`src/rtl/brick_grid_mem.sv`:
```
// Brick-field store: COLS x ROWS grid of health values with pixel-to-cell mapping,
// atomic HIT (read-decrement-write), whole-grid INIT sequencer and live-brick counter.
module brick_grid_mem #(
    parameter int COLS     = 16,
    parameter int ROWS     = 8,
    parameter int BRICK_W  = 20,
    parameter int BRICK_H  = 10,
    parameter int HEALTH_W = 2,
    parameter int XY_W     = 10
) (
    input  logic                              clk,
    input  logic                              reset,
    input  logic                              cmd_valid,
    output logic                              cmd_ready,
    input  logic [1:0]                        cmd_op,
    input  logic [XY_W-1:0]                   x_in,
    input  logic [XY_W-1:0]                   y_in,
    input  logic [HEALTH_W-1:0]               health_in,
    output logic                              rsp_valid,
    output logic [HEALTH_W-1:0]               health,
    output logic [XY_W-1:0]                   x,
    output logic [XY_W-1:0]                   y,
    output logic                              in_grid,
    output logic                              hit,
    output logic                              destroyed,
    output logic [$clog2(COLS*ROWS+1)-1:0]    bricks_left,
    output logic                              all_clear,
    output logic                              busy
);

    localparam int          CELLS     = COLS * ROWS;
    localparam int          ADDR_W    = (CELLS > 1) ? $clog2(CELLS) : 1;
    localparam int          CNT_W     = $clog2(CELLS + 1);
    localparam int unsigned U_COLS    = COLS;
    localparam int unsigned GRID_W_PX = COLS * BRICK_W;
    localparam int unsigned GRID_H_PX = ROWS * BRICK_H;

    typedef enum logic [1:0] {
        OP_LOOKUP = 2'b00,
        OP_HIT    = 2'b01,
        OP_INIT   = 2'b10,
        OP_SET    = 2'b11
    } op_t;

    typedef enum logic [1:0] {
        S_IDLE,
        S_RD,
        S_RSP,
        S_FILL
    } state_t;

    state_t              r_state;
    state_t              w_next;
    op_t                 r_op;
    logic [HEALTH_W-1:0] r_mem [CELLS];
    logic [HEALTH_W-1:0] r_rdata;
    logic [ADDR_W-1:0]   r_addr;
    logic                r_cmd_in_grid;
    logic [XY_W-1:0]     r_x_org;
    logic [XY_W-1:0]     r_y_org;
    logic [HEALTH_W-1:0] r_hin;
    logic [CNT_W-1:0]    r_fill_cnt;
    logic [CNT_W-1:0]    r_bricks;
    logic                r_loaded;
    logic                r_rsp_valid;
    logic [HEALTH_W-1:0] r_health;
    logic [XY_W-1:0]     r_x;
    logic [XY_W-1:0]     r_y;
    logic                r_in_grid;
    logic                r_hit;
    logic                r_destroyed;

    logic                w_accept;
    logic [XY_W-1:0]     w_col;
    logic [XY_W-1:0]     w_row;
    logic [XY_W-1:0]     w_x_org;
    logic [XY_W-1:0]     w_y_org;
    logic                w_in_grid;
    logic [ADDR_W-1:0]   w_addr;
    logic                w_we;
    logic [ADDR_W-1:0]   w_waddr;
    logic [HEALTH_W-1:0] w_wdata;
    logic [HEALTH_W-1:0] w_rsp_health;
    logic                w_rsp_hit;
    logic                w_rsp_destroyed;
    logic                w_cnt_inc;
    logic                w_cnt_dec;
    logic                w_fill_done;

    assign w_accept  = cmd_valid && (r_state == S_IDLE);
    assign w_col     = x_in / XY_W'(BRICK_W);
    assign w_row     = y_in / XY_W'(BRICK_H);
    assign w_x_org   = w_col * XY_W'(BRICK_W);
    assign w_y_org   = w_row * XY_W'(BRICK_H);
    assign w_in_grid = (32'(x_in) < GRID_W_PX) && (32'(y_in) < GRID_H_PX);
    // Out-of-grid commands never touch storage, so park the address at 0 to keep reads in range.
    assign w_addr    = w_in_grid ? ADDR_W'(32'(w_row) * U_COLS + 32'(w_col)) : '0;

    always_ff @(posedge clk or posedge reset) begin
        if (reset) begin
            r_state <= S_IDLE;
        end else begin
            r_state <= w_next;
        end
    end

    always_comb begin
        w_next          = r_state;
        w_we            = 1'b0;
        w_waddr         = r_addr;
        w_wdata         = r_hin;
        w_rsp_health    = '0;
        w_rsp_hit       = 1'b0;
        w_rsp_destroyed = 1'b0;
        w_cnt_inc       = 1'b0;
        w_cnt_dec       = 1'b0;
        w_fill_done     = 1'b0;
        case (r_state)
            S_IDLE: begin
                if (w_accept) begin
                    w_next = (op_t'(cmd_op) == OP_INIT) ? S_FILL : S_RD;
                end
            end
            S_RD: begin
                w_next = S_RSP;
            end
            S_RSP: begin
                w_next = S_IDLE;
                if (r_cmd_in_grid) begin
                    case (r_op)
                        OP_LOOKUP: begin
                            w_rsp_health = r_rdata;
                        end
                        OP_HIT: begin
                            if (r_rdata != '0) begin
                                w_we            = 1'b1;
                                w_wdata         = r_rdata - HEALTH_W'(1);
                                w_rsp_health    = r_rdata - HEALTH_W'(1);
                                w_rsp_hit       = 1'b1;
                                w_rsp_destroyed = (r_rdata == HEALTH_W'(1));
                                w_cnt_dec       = (r_rdata == HEALTH_W'(1));
                            end
                        end
                        OP_SET: begin
                            w_we         = 1'b1;
                            w_wdata      = r_hin;
                            w_rsp_health = r_hin;
                            w_cnt_inc    = (r_rdata == '0) && (r_hin != '0);
                            w_cnt_dec    = (r_rdata != '0) && (r_hin == '0);
                        end
                        default: ;
                    endcase
                end
            end
            S_FILL: begin
                // One extra cycle after the last write gives the INIT response its fixed latency.
                if (r_fill_cnt == CNT_W'(CELLS)) begin
                    w_fill_done = 1'b1;
                    w_next      = S_IDLE;
                end else begin
                    w_we    = 1'b1;
                    w_waddr = ADDR_W'(r_fill_cnt);
                    w_wdata = r_hin;
                end
            end
            default: w_next = S_IDLE;
        endcase
    end

    always_ff @(posedge clk) begin
        if (w_we) begin
            r_mem[w_waddr] <= w_wdata;
        end
        if (r_state == S_RD) begin
            r_rdata <= r_mem[r_addr];
        end
    end

    always_ff @(posedge clk or posedge reset) begin
        if (reset) begin
            r_op          <= OP_LOOKUP;
            r_addr        <= '0;
            r_cmd_in_grid <= 1'b0;
            r_x_org       <= '0;
            r_y_org       <= '0;
            r_hin         <= '0;
            r_fill_cnt    <= '0;
            r_bricks      <= '0;
            r_loaded      <= 1'b0;
            r_rsp_valid   <= 1'b0;
            r_health      <= '0;
            r_x           <= '0;
            r_y           <= '0;
            r_in_grid     <= 1'b0;
            r_hit         <= 1'b0;
            r_destroyed   <= 1'b0;
        end else begin
            r_rsp_valid <= 1'b0;
            if (w_accept) begin
                r_op          <= op_t'(cmd_op);
                r_addr        <= w_addr;
                r_cmd_in_grid <= w_in_grid;
                r_x_org       <= w_x_org;
                r_y_org       <= w_y_org;
                r_hin         <= health_in;
                r_fill_cnt    <= '0;
            end
            if ((r_state == S_FILL) && !w_fill_done) begin
                r_fill_cnt <= r_fill_cnt + CNT_W'(1);
            end
            if (r_state == S_RSP) begin
                r_rsp_valid <= 1'b1;
                r_health    <= w_rsp_health;
                r_x         <= r_x_org;
                r_y         <= r_y_org;
                r_in_grid   <= r_cmd_in_grid;
                r_hit       <= w_rsp_hit;
                r_destroyed <= w_rsp_destroyed;
            end
            if (w_cnt_inc) begin
                r_bricks <= r_bricks + CNT_W'(1);
            end else if (w_cnt_dec) begin
                r_bricks <= r_bricks - CNT_W'(1);
            end
            if (w_fill_done) begin
                r_rsp_valid <= 1'b1;
                r_health    <= r_hin;
                r_hit       <= 1'b0;
                r_destroyed <= 1'b0;
                r_bricks    <= (r_hin != '0) ? CNT_W'(CELLS) : '0;
                r_loaded    <= 1'b1;
            end
        end
    end

    a_no_underflow: assert property (@(posedge clk) disable iff (reset)
        w_cnt_dec |-> (r_bricks != '0));
    a_no_overflow: assert property (@(posedge clk) disable iff (reset)
        w_cnt_inc |-> (r_bricks != CNT_W'(CELLS)));

    assign cmd_ready   = (r_state == S_IDLE);
    assign busy        = (r_state != S_IDLE);
    assign rsp_valid   = r_rsp_valid;
    assign health      = r_health;
    assign x           = r_x;
    assign y           = r_y;
    assign in_grid     = r_in_grid;
    assign hit         = r_hit;
    assign destroyed   = r_destroyed;
    assign bricks_left = r_bricks;
    assign all_clear   = r_loaded && (r_bricks == '0);

endmodule

```
`config.mk`:
```
export PLATFORM = sky130hd
export DESIGN_NAME = brick_grid_mem
export DESIGN_NICKNAME = d
export VERILOG_FILES = /design/src/rtl/brick_grid_mem.sv
export SDC_FILE = /design/constraint.sdc
export NUM_CORES = 1
export LEC_CHECK = 0
export ABC_AREA = 1
export CORE_ASPECT_RATIO = 0.5
export CORE_MARGIN = 2
export CORE_UTILIZATION = 50
export CTS_BUF_LIST = sky130_fd_sc_hd__clkbuf_8
export CTS_CLUSTER_SIZE = 24
export DETAILED_ROUTE_END_ITERATION = 10
export PLACE_DENSITY_LB_ADDON = 0.08
export SLEW_MARGIN = 30
export SYNTH_ARGS = -nofsm -noshare
export SYNTH_HDL_FRONTEND = slang
export SYNTH_SLANG_ARGS = --single-unit
```
`constraint.sdc`:
```
create_clock -name clk -period 9.2 [get_ports clk]
set_input_delay 1.84 -clock clk [delete_from_list [all_inputs] [get_ports clk]]
set_output_delay 1.84 -clock clk [all_outputs]
set_load 0.005 [all_outputs]
```
==> summary.md <==
| Metric | Value |
|---|---|
| Status | finished clean |
| Setup TNS Final | 0 ps |
| Clk pwr share | 0.365 |
| Gr usage total | 0.232 |
| Post-synth EDFFs | 258 |
| Initial drt markers | 1156 |
| Crit Path Class | input port to flip-flop |
| Switching power | 0.000675 W |
| Gpl congestion | 0.846 |
| P_int | 0.00217 W |
| Die Ht | 128 um |
| Seq cells post-synth | 329 |
| I/O Pins | 64 |
| Final #Nets | 1630 |
| Ys async rst share | 0.216 |
| Hold Crit Class | flip-flop to flip-flop |
| CP Launch Point | x_in[9] |
| RR Startpoint | r_state[1] |
| Cts hold-fix bufs | 0 |
| Gate Count Post-Synth | 1529 |
| Peak VDD IR | 93.6 uV |
| Crit path max fanout | 5 |
| Slew HR | 0.380 |
| Die width | 251 um |
| Clock Skews | 21.8 ps |
| Port-buffer cells | 57 |
| Ant. Diodes | 0 |
| Htree depth | 2 |
| Worst path arrival time | 5790 ps |
| Worst endpoint required time | 9640 ps |
| Min-Delay Startpoint | r_loaded |
| Syn Area/Cell | 10.0 sq um |
| Via count | 11.3k |
| Top_reg_cell synth | edfxtp_1 |
| # setup viols final | 0 |
| CTS clk-pin slew, worst paths | 60 ps |
| Core ar. | 0.0302 sq mm |
| Fmax | 187 MHz |
| Row cnt | 45 |
| Remaining Overflow, GRT | 0 |
| LEAKAGE | 6.30 nW |
| Total CTS buffers | 47 |
| Layout cells sized above 1 | 0.0730 |
| Final Critical Period | 5350 ps |
| Antenna violations before repair | 0 |
| Starting Density | 0.506 |
| Post-synth top area cell | edfxtp_1 |
| Reg power frac | 0.557 |
| Post-Syn Area | 0.0153 sq mm |
| Area delta synth->final | 11.1% |
| Drt first pass iters | 5 |
| CTS tree | yes |
| Detailed Place HPWL | 22700 um |
| Crit. End Element | flip-flop |
| Worst hold slack | 468 ps |
| # Post-CTS Setup Buffers | 0 |
| Vias in the first global route | 10.6k |
| First-pass GRT wire length | 58000 um |
| Synth top area share | 0.506 |
| Max-cap violations | 0 |
| Startpoint types | input port |
| Logic pwr share | 0.079 |
| Die Footprint | 0.0321 sq mm |
| CTS root buf | clkbuf_8 |
| Pwr dens | 167 mW/mm^2 |
| Sw Ratio | 0.237 |
| Final hold violation count | 0 |
| Most used cell, CP | nand2_2 |
| Drt total wl | 37200 um |
| Drt wl/cell | 18.6 um |
| Vias per cell | 5.64 |
| Antenna violation net count after detailed routing | 0 |
| Netlist cell types | 47 |
| Register area share after synthesis | 0.622 |
| Largest net degree at the start of global routing | 108 |
| Synth warn | 0 |
| Skew-Pair Late Insertion Delay | 590 ps |
| DRC violations left | 0 |
| Worst Tran Pin Value | 928 ps |
| Crit-path slowest cell | clkdlybuf4s50_1 |
| Cts repair resizes | 0 |
| Cell Area, Placed | 0.0162 sq mm |
| CTS sink cnt | 329 |
| Post-layout instance area | 0.0170 sq mm |
| Fin. max-slew vios | 0 |
| RSZ-0062 raised after global routing | no |
| Final period util | 0.581 |
| Slowest stage delay, CP | 520 ps |
| Synth area leaders | edfxtp_1 51%, dfrtp_1 12%, nor2_1 8.2% |
| Clk buf depth | 3 |
## path summary, 6_finish.rpt
path,slack (ps),depth (start not counted),to
max,3850,29,r_x_org[9]
min,470,1,r_loaded
max reg2reg,4520,20,bricks_left[7]
min reg2reg,470,1,r_loaded
max in group asynchronous,6920,3,r_addr[0]
min in group asynchronous,1730,3,bricks_left[1]
## cell usage after synthesis, types with 14 or more instances
cell,count
nor2_1,336
ha_1,27
nor3_1,14
nand2_1,207
a21oi_1,18
nand3_1,45
edfxtp_1,258
dfrtp_1,71
o21ai_0,197
nand2_2,18
o22ai_1,71
clkbuf_1,64
inv_1,100
## through the flow
stage           util  total power [W]  cells  setup WS [ps]
3_5_place_dp   0.535          0.00184   1922           3260
4_1_cts        0.562          0.00287   2001           3870
5_1_grt        0.562          0.00297   2001           3380
2_1_floorplan      -          0.00178   1531           1910
6_report       0.562          0.00285   2001           3850
3_3_place_gp   0.535          0.00183   1922           3370
## final cells by class
type | instances | area [sq um]
Fill cell | 2628 | 13200
Clock inverter | 29 | 125
Tap cell | 399 | 499
Multi-Input combinational cell | 1022 | 5120
Inverter | 107 | 403
Timing Repair Buffer | 65 | 642
Sequential cell | 329 | 9530
Clock buffer | 50 | 688
## critical path: cells and delay by family
| kind | cells | cell delay [ps] |
|---|---|---|
| AOI/OAI and AO/OA | 3 | 410 |
| xor gates and xnor gates | 1 | 190 |
| adders and majority gates | 3 | 940 |
| buffers and inverters | 5 | 860 |
| muxes | 1 | 230 |
| and+or+nand+nor | 16 | 1340 |
## power by group through the flow
stage               Combinational (W)  Clock [W]  Sequential [W]
global placement             0.000219          0         0.00162
floorplan                    0.000168          0         0.00162
CTS                          0.000227    0.00106         0.00158
finish                       0.000224    0.00104         0.00159
global route                 0.000255    0.00113         0.00158
detailed placement           0.000226          0         0.00162
## cells by family (layout without fill, tap and decap cells)
logic type | count (synthesis) | count (layout) | synth area share
compound gates | 329 | 329 | 0.122
xor+xnor | 13 | 13 | 0.00793
fa+ha+maj | 31 | 31 | 0.0273
buf+inv | 180 | 251 | 0.0454
flops | 329 | 329 | 0.622
mux | 2 | 2 | 0.00131
other cells | 1 | 3 | 0.000245
simple gates | 644 | 644 | 0.173
## placed cells by master (no fill, tap or decap), drive strengths merged, types with 14 or more instances in the layout
master / count
a21oi: 20
clkbuf: 50
clkdlybuf4s50: 57
dfrtp: 71
edfxtp: 258
ha: 27
inv: 126
nand2: 232
nand3: 48
nor2: 340
nor3: 14
o21ai: 199
o22ai: 71
## state kept, by name, indices dropped and copies added, names as in the netlist
name           flops
r_cmd_in_grid      1
r_x_org            8
r_fill_cnt         8
y                  9
r_y_org            9
health             2
r_state            2
x                  8
r_addr             7
r_hin              2
hit                1
rsp_valid          1
r_loaded           1
bricks_left        8
r_rdata            2
in_grid            1
r_op               2
destroyed          1
r_mem            256
## routing by layer
| metal | up-vias | GRT usage | wire (um) |
|---|---|---|---|
| met4 | 0 | 0.0616 | 613 |
| li1 | 5377 | - | - |
| met1 | 5523 | 0.338 | 17300 |
| met3 | 47 | 0.0394 | 2500 |
| met5 | - | 0 | 0 |
| met2 | 340 | 0.365 | 16800 |
No activity file was read; power rests on OpenSTA's default activity.
